===== config.mk =====
export PLATFORM = sky130hd
export DESIGN_NAME = uart_rx_os
export DESIGN_NICKNAME = d
export VERILOG_FILES = /design/src/rtl/uart_pkg.sv /design/src/rtl/uart_os_tick.sv /design/src/rtl/uart_rx_os.sv
export SDC_FILE = /design/constraint.sdc
export NUM_CORES = 1
export LEC_CHECK = 0
export ABC_AREA = 1
export BUFFER_PORTS_ARGS = -buffer_cell sky130_fd_sc_hd__buf_2
export CELL_PAD_IN_SITES_DETAIL_PLACEMENT = 1
export CELL_PAD_IN_SITES_GLOBAL_PLACEMENT = 1
export CORE_ASPECT_RATIO = 0.6
export CORE_UTILIZATION = 40
export DETAILED_ROUTE_END_ITERATION = 10
export PLACE_DENSITY = 0.68
export SYNTH_ARGS = -nofsm -noshare
export SYNTH_HDL_FRONTEND = slang
export SYNTH_HIERARCHICAL = 1
export SYNTH_SLANG_ARGS = --single-unit

===== constraint.sdc =====
create_clock -name clk -period 6.7 [get_ports clk]
set_input_delay 1.34 -clock clk [delete_from_list [all_inputs] [get_ports clk]]
set_output_delay 1.34 -clock clk [all_outputs]
set_load 0.03 [all_outputs]

===== src/rtl/uart_pkg.sv =====
// Shared UART definitions: mode encoding, receiver states and the baud/divisor table
// used by both the TX and RX blocks so their rates always agree.
package uart_pkg;

  localparam int unsigned OS_FACTOR = 16;
  localparam int unsigned NUM_MODES = 16;

  typedef logic [3:0] mode_t;

  typedef enum logic [2:0] {
    IDLE  = 3'd0,
    START = 3'd1,
    DATA  = 3'd2,
    STOP  = 3'd3,
    BREAK = 3'd4
  } state_t;

  localparam int unsigned BAUD_TABLE [NUM_MODES] = '{
    9600, 19200, 38400, 57600, 115200,
    9600, 9600, 9600, 9600, 9600, 9600,
    9600, 9600, 9600, 9600, 9600
  };

  // Oversample divisor rounded to nearest: round(clk_freq / (16 * baud)).
  function automatic int unsigned os_div(input int unsigned clk_freq, input mode_t m);
    int unsigned den;
    den = OS_FACTOR * BAUD_TABLE[m];
    return (clk_freq + den / 2) / den;
  endfunction

endpackage


===== src/rtl/uart_os_tick.sv =====
// Oversample tick generator: counts 0..div-1 and flags the div-1 cycle.
// The flag is registered from the next count so it lines up with count == div-1.
module uart_os_tick #(
  parameter int unsigned DIV_W = 9
) (
  input  logic             clk,
  input  logic             rst,
  input  logic             clr,
  input  logic [DIV_W-1:0] div,
  output logic             os_tick
);

  logic [DIV_W-1:0] cnt_q;
  logic [DIV_W-1:0] cnt_n;
  logic [DIV_W-1:0] last_c;

  assign last_c = div - DIV_W'(1);

  always_comb begin
    cnt_n = cnt_q + DIV_W'(1);
    if (clr || (cnt_q >= last_c)) begin
      cnt_n = '0;
    end
  end

  always_ff @(posedge clk or posedge rst) begin
    if (rst) begin
      cnt_q   <= '0;
      os_tick <= 1'b0;
    end else begin
      cnt_q   <= cnt_n;
      os_tick <= (cnt_n == last_c);
    end
  end

endmodule


===== src/rtl/uart_rx_os.sv =====
// 16x oversampling 8N1 UART receiver with 3-sample majority vote per bit,
// start-glitch rejection, framing-error reporting and break hold-off.
module uart_rx_os
  import uart_pkg::*;
#(
  parameter int unsigned CLK_FREQ = 50_000_000,
  parameter int unsigned OS_RATE  = 16
) (
  input  logic       clk,
  input  logic       rst,
  input  logic       rx_line,
  input  mode_t      mode,
  output logic [7:0] data,
  output logic       data_valid,
  output logic       frame_err,
  output logic       busy
);

  localparam int unsigned DIV_W  = $clog2(os_div(CLK_FREQ, mode_t'(0)) + 1);
  localparam int unsigned TICK_W = $clog2(OS_RATE);
  localparam logic [TICK_W-1:0] SMP_A = TICK_W'(OS_RATE / 2 - 1);
  localparam logic [TICK_W-1:0] SMP_B = TICK_W'(OS_RATE / 2);
  localparam logic [TICK_W-1:0] SMP_C = TICK_W'(OS_RATE / 2 + 1);
  localparam logic [TICK_W-1:0] LAST  = TICK_W'(OS_RATE - 1);

  logic              rx_m;
  logic              rx_s;
  logic              os_tick;
  logic              maj_c;
  logic              clr_c;
  logic [DIV_W-1:0]  div_c;
  logic [DIV_W-1:0]  div_tab [NUM_MODES];

  state_t            state_q, state_n;
  mode_t             mode_q, mode_n;
  logic [TICK_W-1:0] tick_q, tick_n;
  logic [2:0]        bit_q, bit_n;
  logic [7:0]        shift_q, shift_n;
  logic              smp_a_q, smp_a_n;
  logic              smp_b_q, smp_b_n;
  logic [7:0]        data_n;
  logic              dv_n, fe_n, busy_n;

  // Divisors are elaboration-time constants per mode; only the lookup is hardware.
  for (genvar g = 0; g < NUM_MODES; g++) begin : g_div
    assign div_tab[g] = DIV_W'(os_div(CLK_FREQ, mode_t'(g)));
  end

  assign div_c = div_tab[mode_q];
  assign clr_c = (state_q == IDLE);
  assign maj_c = (smp_a_q & smp_b_q) | (smp_a_q & rx_s) | (smp_b_q & rx_s);

  always_ff @(posedge clk or posedge rst) begin
    if (rst) begin
      rx_m <= 1'b1;
      rx_s <= 1'b1;
    end else begin
      rx_m <= rx_line;
      rx_s <= rx_m;
    end
  end

  uart_os_tick #(
    .DIV_W (DIV_W)
  ) u_tick (
    .clk     (clk),
    .rst     (rst),
    .clr     (clr_c),
    .div     (div_c),
    .os_tick (os_tick)
  );

  always_ff @(posedge clk or posedge rst) begin
    if (rst) begin
      state_q    <= IDLE;
      mode_q     <= '0;
      tick_q     <= '0;
      bit_q      <= '0;
      shift_q    <= '0;
      smp_a_q    <= 1'b1;
      smp_b_q    <= 1'b1;
      data       <= '0;
      data_valid <= 1'b0;
      frame_err  <= 1'b0;
      busy       <= 1'b0;
    end else begin
      state_q    <= state_n;
      mode_q     <= mode_n;
      tick_q     <= tick_n;
      bit_q      <= bit_n;
      shift_q    <= shift_n;
      smp_a_q    <= smp_a_n;
      smp_b_q    <= smp_b_n;
      data       <= data_n;
      data_valid <= dv_n;
      frame_err  <= fe_n;
      busy       <= busy_n;
    end
  end

  always_comb begin
    state_n = state_q;
    mode_n  = mode_q;
    tick_n  = tick_q;
    bit_n   = bit_q;
    shift_n = shift_q;
    smp_a_n = smp_a_q;
    smp_b_n = smp_b_q;
    data_n  = data;
    dv_n    = 1'b0;
    fe_n    = 1'b0;

    // Tick position and the two early vote samples are common to all bit-timed states.
    if (os_tick && (state_q inside {START, DATA, STOP})) begin
      tick_n = tick_q + TICK_W'(1);
      if (tick_q == SMP_A) smp_a_n = rx_s;
      if (tick_q == SMP_B) smp_b_n = rx_s;
    end

    unique case (state_q)
      IDLE: begin
        if (!rx_s) begin
          mode_n  = mode;
          tick_n  = '0;
          bit_n   = '0;
          state_n = START;
        end
      end
      START: begin
        if (os_tick) begin
          if ((tick_q == SMP_C) && maj_c) begin
            state_n = IDLE;
          end else if (tick_q == LAST) begin
            state_n = DATA;
          end
        end
      end
      DATA: begin
        if (os_tick) begin
          if (tick_q == SMP_C) begin
            shift_n = {maj_c, shift_q[7:1]};
          end
          if (tick_q == LAST) begin
            bit_n = bit_q + 3'd1;
            if (bit_q == 3'd7) state_n = STOP;
          end
        end
      end
      // Leave at mid-stop so a back-to-back start edge is not missed.
      STOP: begin
        if (os_tick && (tick_q == SMP_C)) begin
          if (maj_c) begin
            data_n  = shift_q;
            dv_n    = 1'b1;
            state_n = IDLE;
          end else begin
            fe_n    = 1'b1;
            state_n = BREAK;
          end
        end
      end
      BREAK: begin
        if (rx_s) state_n = IDLE;
      end
      default: state_n = IDLE;
    endcase

    busy_n = (state_n != IDLE);
  end

endmodule


==> impl_metrics.ini <==
[timing]
fin_skew_ns = 0.00769
fin_setup_tns_ns = 0
setup_viol = 0
fin_crit_sh_pct = 57.9
rsz0062_at_grt = no
hold_ws_ns = 0.361
worst_pin_slew_ns = 0.719
slew_viol_final = 0
relSlewSlack_pct = 51.9
hold_viol_final = 0
min_period_ns = 3.88
fmax_mhz = 258

[outcome]
outcome = finished, final reports clean

[final_layout]
utilization_pct = 47.2
drive_gt1_share_pct = 12.9
fin_nets = 430
finalInstanceArea_sq_um = 3220
syn2layout_area_growth_pct = 11.5
diodes = 0
instances_no_fill = 490

[grt]
gr-total-overflow = 0
grt.total_usage_pct = 21.5
grt_pass1_wl_mm = 12.1
antenna_found_initial = 0
grt_max_degree = 38
grt_pass1_vias = 2378

[logic_synthesis]
ys.flop_type = dfrtp_1
yosysMostFrequentCell = nand2_1
syn-cell-area_sq_um = 2890
synth_edf_count = 0
synth_common_cells = nand2_1, inv_1, dfrtp_1, nand3_1, nor2_1
synth_area_leaders = dfrtp_1, nand2_1, ha_1, inv_1, nand3_1
synth_warnings = 6
yosys_register_bits = 47
async_flop_share_pct = 100
ys_types = 32
synth_top_area_share_pct = 37.3
synth_fp_nets = 410
ys_seq_area_share_pct = 40.9
synthCells = 382
post_synth.cell_area_avg_sq_um = 7.56
synth_top_area_cell = dfrtp_1

[power_and_ir_drop]
peakVddDrop_mv = 0.108
p_comb_share_pct = 27.9
p_sw_w = 0.000320
clkPwrFrac_pct = 32.6
p_int_w = 0.000590
p_sw_share_pct = 35.2
power_frac_seq_pct = 39.6
power.density_nw_per_um2 = 282
static-leakage-power_nw = 1.77

[setup_path]
worstSetupStartpoint = mode_q[0]
reg2reg_depth = 23
r2r_start = mode_q[0]
critPathCaptureType = register
cp.arrival_ns = 4.11
r2r_slack_ns = 2.82
cp.required_ns = 6.93
critPathMaxFanout = 11
crit_path_start_kind = register
critPathKind = register to register
timing.rr.end = u_tick/os_tick

[clocking]
clkTransAtPathRegs_ns = 0.07
cts_buffers = 5
cts_buffer_depth = 2
post_cts_buffers = 0
post_cts_resized = 0
cts.root.buffer_cell = clkbuf_16
ctsHoldBuffers = 0
clk_latency_ns = 0.29
htreeDepth = 2
tritoncts = done
cts_sinks = 47

[route]
via_per_inst = 4.86
final_antenna_net_count = 0
drt_pass1_iterations = 4
drtIter0Drc = 108
drc_errors = 0
post_drt_wl_per_cell_microns = 14.7
drt_wl_total_mm = 7.23
num_vias = 2383

[worst_hold_path]
min_to = rx_s
hold_start = rx_m
min_path_type = register to register
whs_path_depth = 0

[floorplan]
io_pins = 18
start_util_pct = 42.3
fp.dieArea_sq_um = 7570
die_w_microns = 112
die-height_microns = 67.8
core-area_sq_um = 6820
fp-row-count = 23

[place]
dpl.cell_count = 482
hpwlAfterDp_mm = 5.67
place.gp.congestion = 0.866
port_buffers = 17
place_area_sq_um = 3050

[run]
drv_cap = 0
-- kinds of logic after synthesis --
kind of cell / Yosys count / share of synthesized area, %
buffers and inverters: 70 / 10.1
adder cells (fa/ha/maj): 21 / 9.10
AND/OR/NAND/NOR: 206 / 31.1
flip-flops: 47 / 40.9
AO/OA/AOI/OAI: 29 / 6.11
XOR/XNOR: 9 / 2.73
-- worst max-delay path, stage by stage, from the launching register on --
cell and delay (ns):
dfrtp_1 0.39, inv_1 0.17, ha_1 0.29, nand2_1 0.10, nand2_1 0.08, inv_1 0.17
ha_1 0.22, nand2_1 0.07, nor2_2 0.14, nand4_1 0.12, nor2_1 0.20, xnor2_1 0.17
ha_1 0.29, nand2_2 0.10, inv_2 0.05, a21oi_4 0.21, nand2_2 0.07, nor2_2 0.39
nand3_1 0.12, nand2_1 0.14, nand2_1 0.06, nor2_1 0.11, nand2_1 0.08, nor2_2 0.07
-- per-stage QoR --
stage,setup slack [ns],total power [W]
3_5_place_dp,2.92,0.000614
3_3_place_gp,3.05,0.000608
4_1_cts,2.85,0.000917
5_1_grt,2.45,0.000973
2_1_floorplan,3.57,0.000546
6_report,2.82,0.000910
-- sequential cells by signal, indices dropped and copies added (netlist names) --
signal	count
bit_q	3
busy	1
data	8
data_valid	1
frame_err	1
mode_q	4
rx_m	1
rx_s	1
shift_q	8
smp_a_q	1
smp_b_q	1
state_q	3
tick_q	4
u_tick/cnt_q	9
u_tick/os_tick	1
-- cell type report --
class,instances,area [sq um]
inverter,64,240
fill,874,3600
multi-input combinational,265,1420
timing repair buffer,19,100
clock inverter,2,35.0
tap,87,109
clock buffer,6,139
sequential,47,1180
-- power groups by stage --
stage | Sequential (W) | Clock (W) | Combinational (W)
after floorplan | 0.000346 | 0 | 0.000200
after global placement | 0.000363 | 0 | 0.000245
after detailed placement | 0.000364 | 0 | 0.000249
after CTS | 0.000359 | 0.000306 | 0.000252
after global routing | 0.000365 | 0.000319 | 0.000289
final | 0.000360 | 0.000296 | 0.000253
-- placed cells by master, fill, tap and decap left out, types with 4 or more instances in the layout --
master / count
buf_2: 17
nor2_1: 27
xor2_1: 7
a21oi_1: 5
nand2_1: 123
dfstp_2: 4
ha_1: 21
inv_1: 58
nand4_1: 8
dfrtp_1: 43
inv_2: 4
o21ai_0: 14
nand2_2: 4
clkbuf_16: 5
nand3_1: 30
-- worst max path at each step --
stage | endpoint | slack (ns)
final | u_tick/os_tick | 2.82
after global routing | u_tick/os_tick | 2.45
after CTS | u_tick/os_tick | 2.85
after detailed placement | u_tick/os_tick | 2.92
after global placement | u_tick/os_tick | 3.05
after floorplan | u_tick/os_tick | 3.57
-- per-layer routing --
metal / part of all wire [%] / up-vias / global-route usage [%]
met2: 37 / 17 / 27.9
met4: 0.36 / 0 / 7.09
met3: 2.0 / 2 / 4.69
met1: 60 / 1141 / 33.9
li1: - / 1223 / -
met5: 0 / - / 0
No activity file was read; power rests on OpenSTA's default activity.
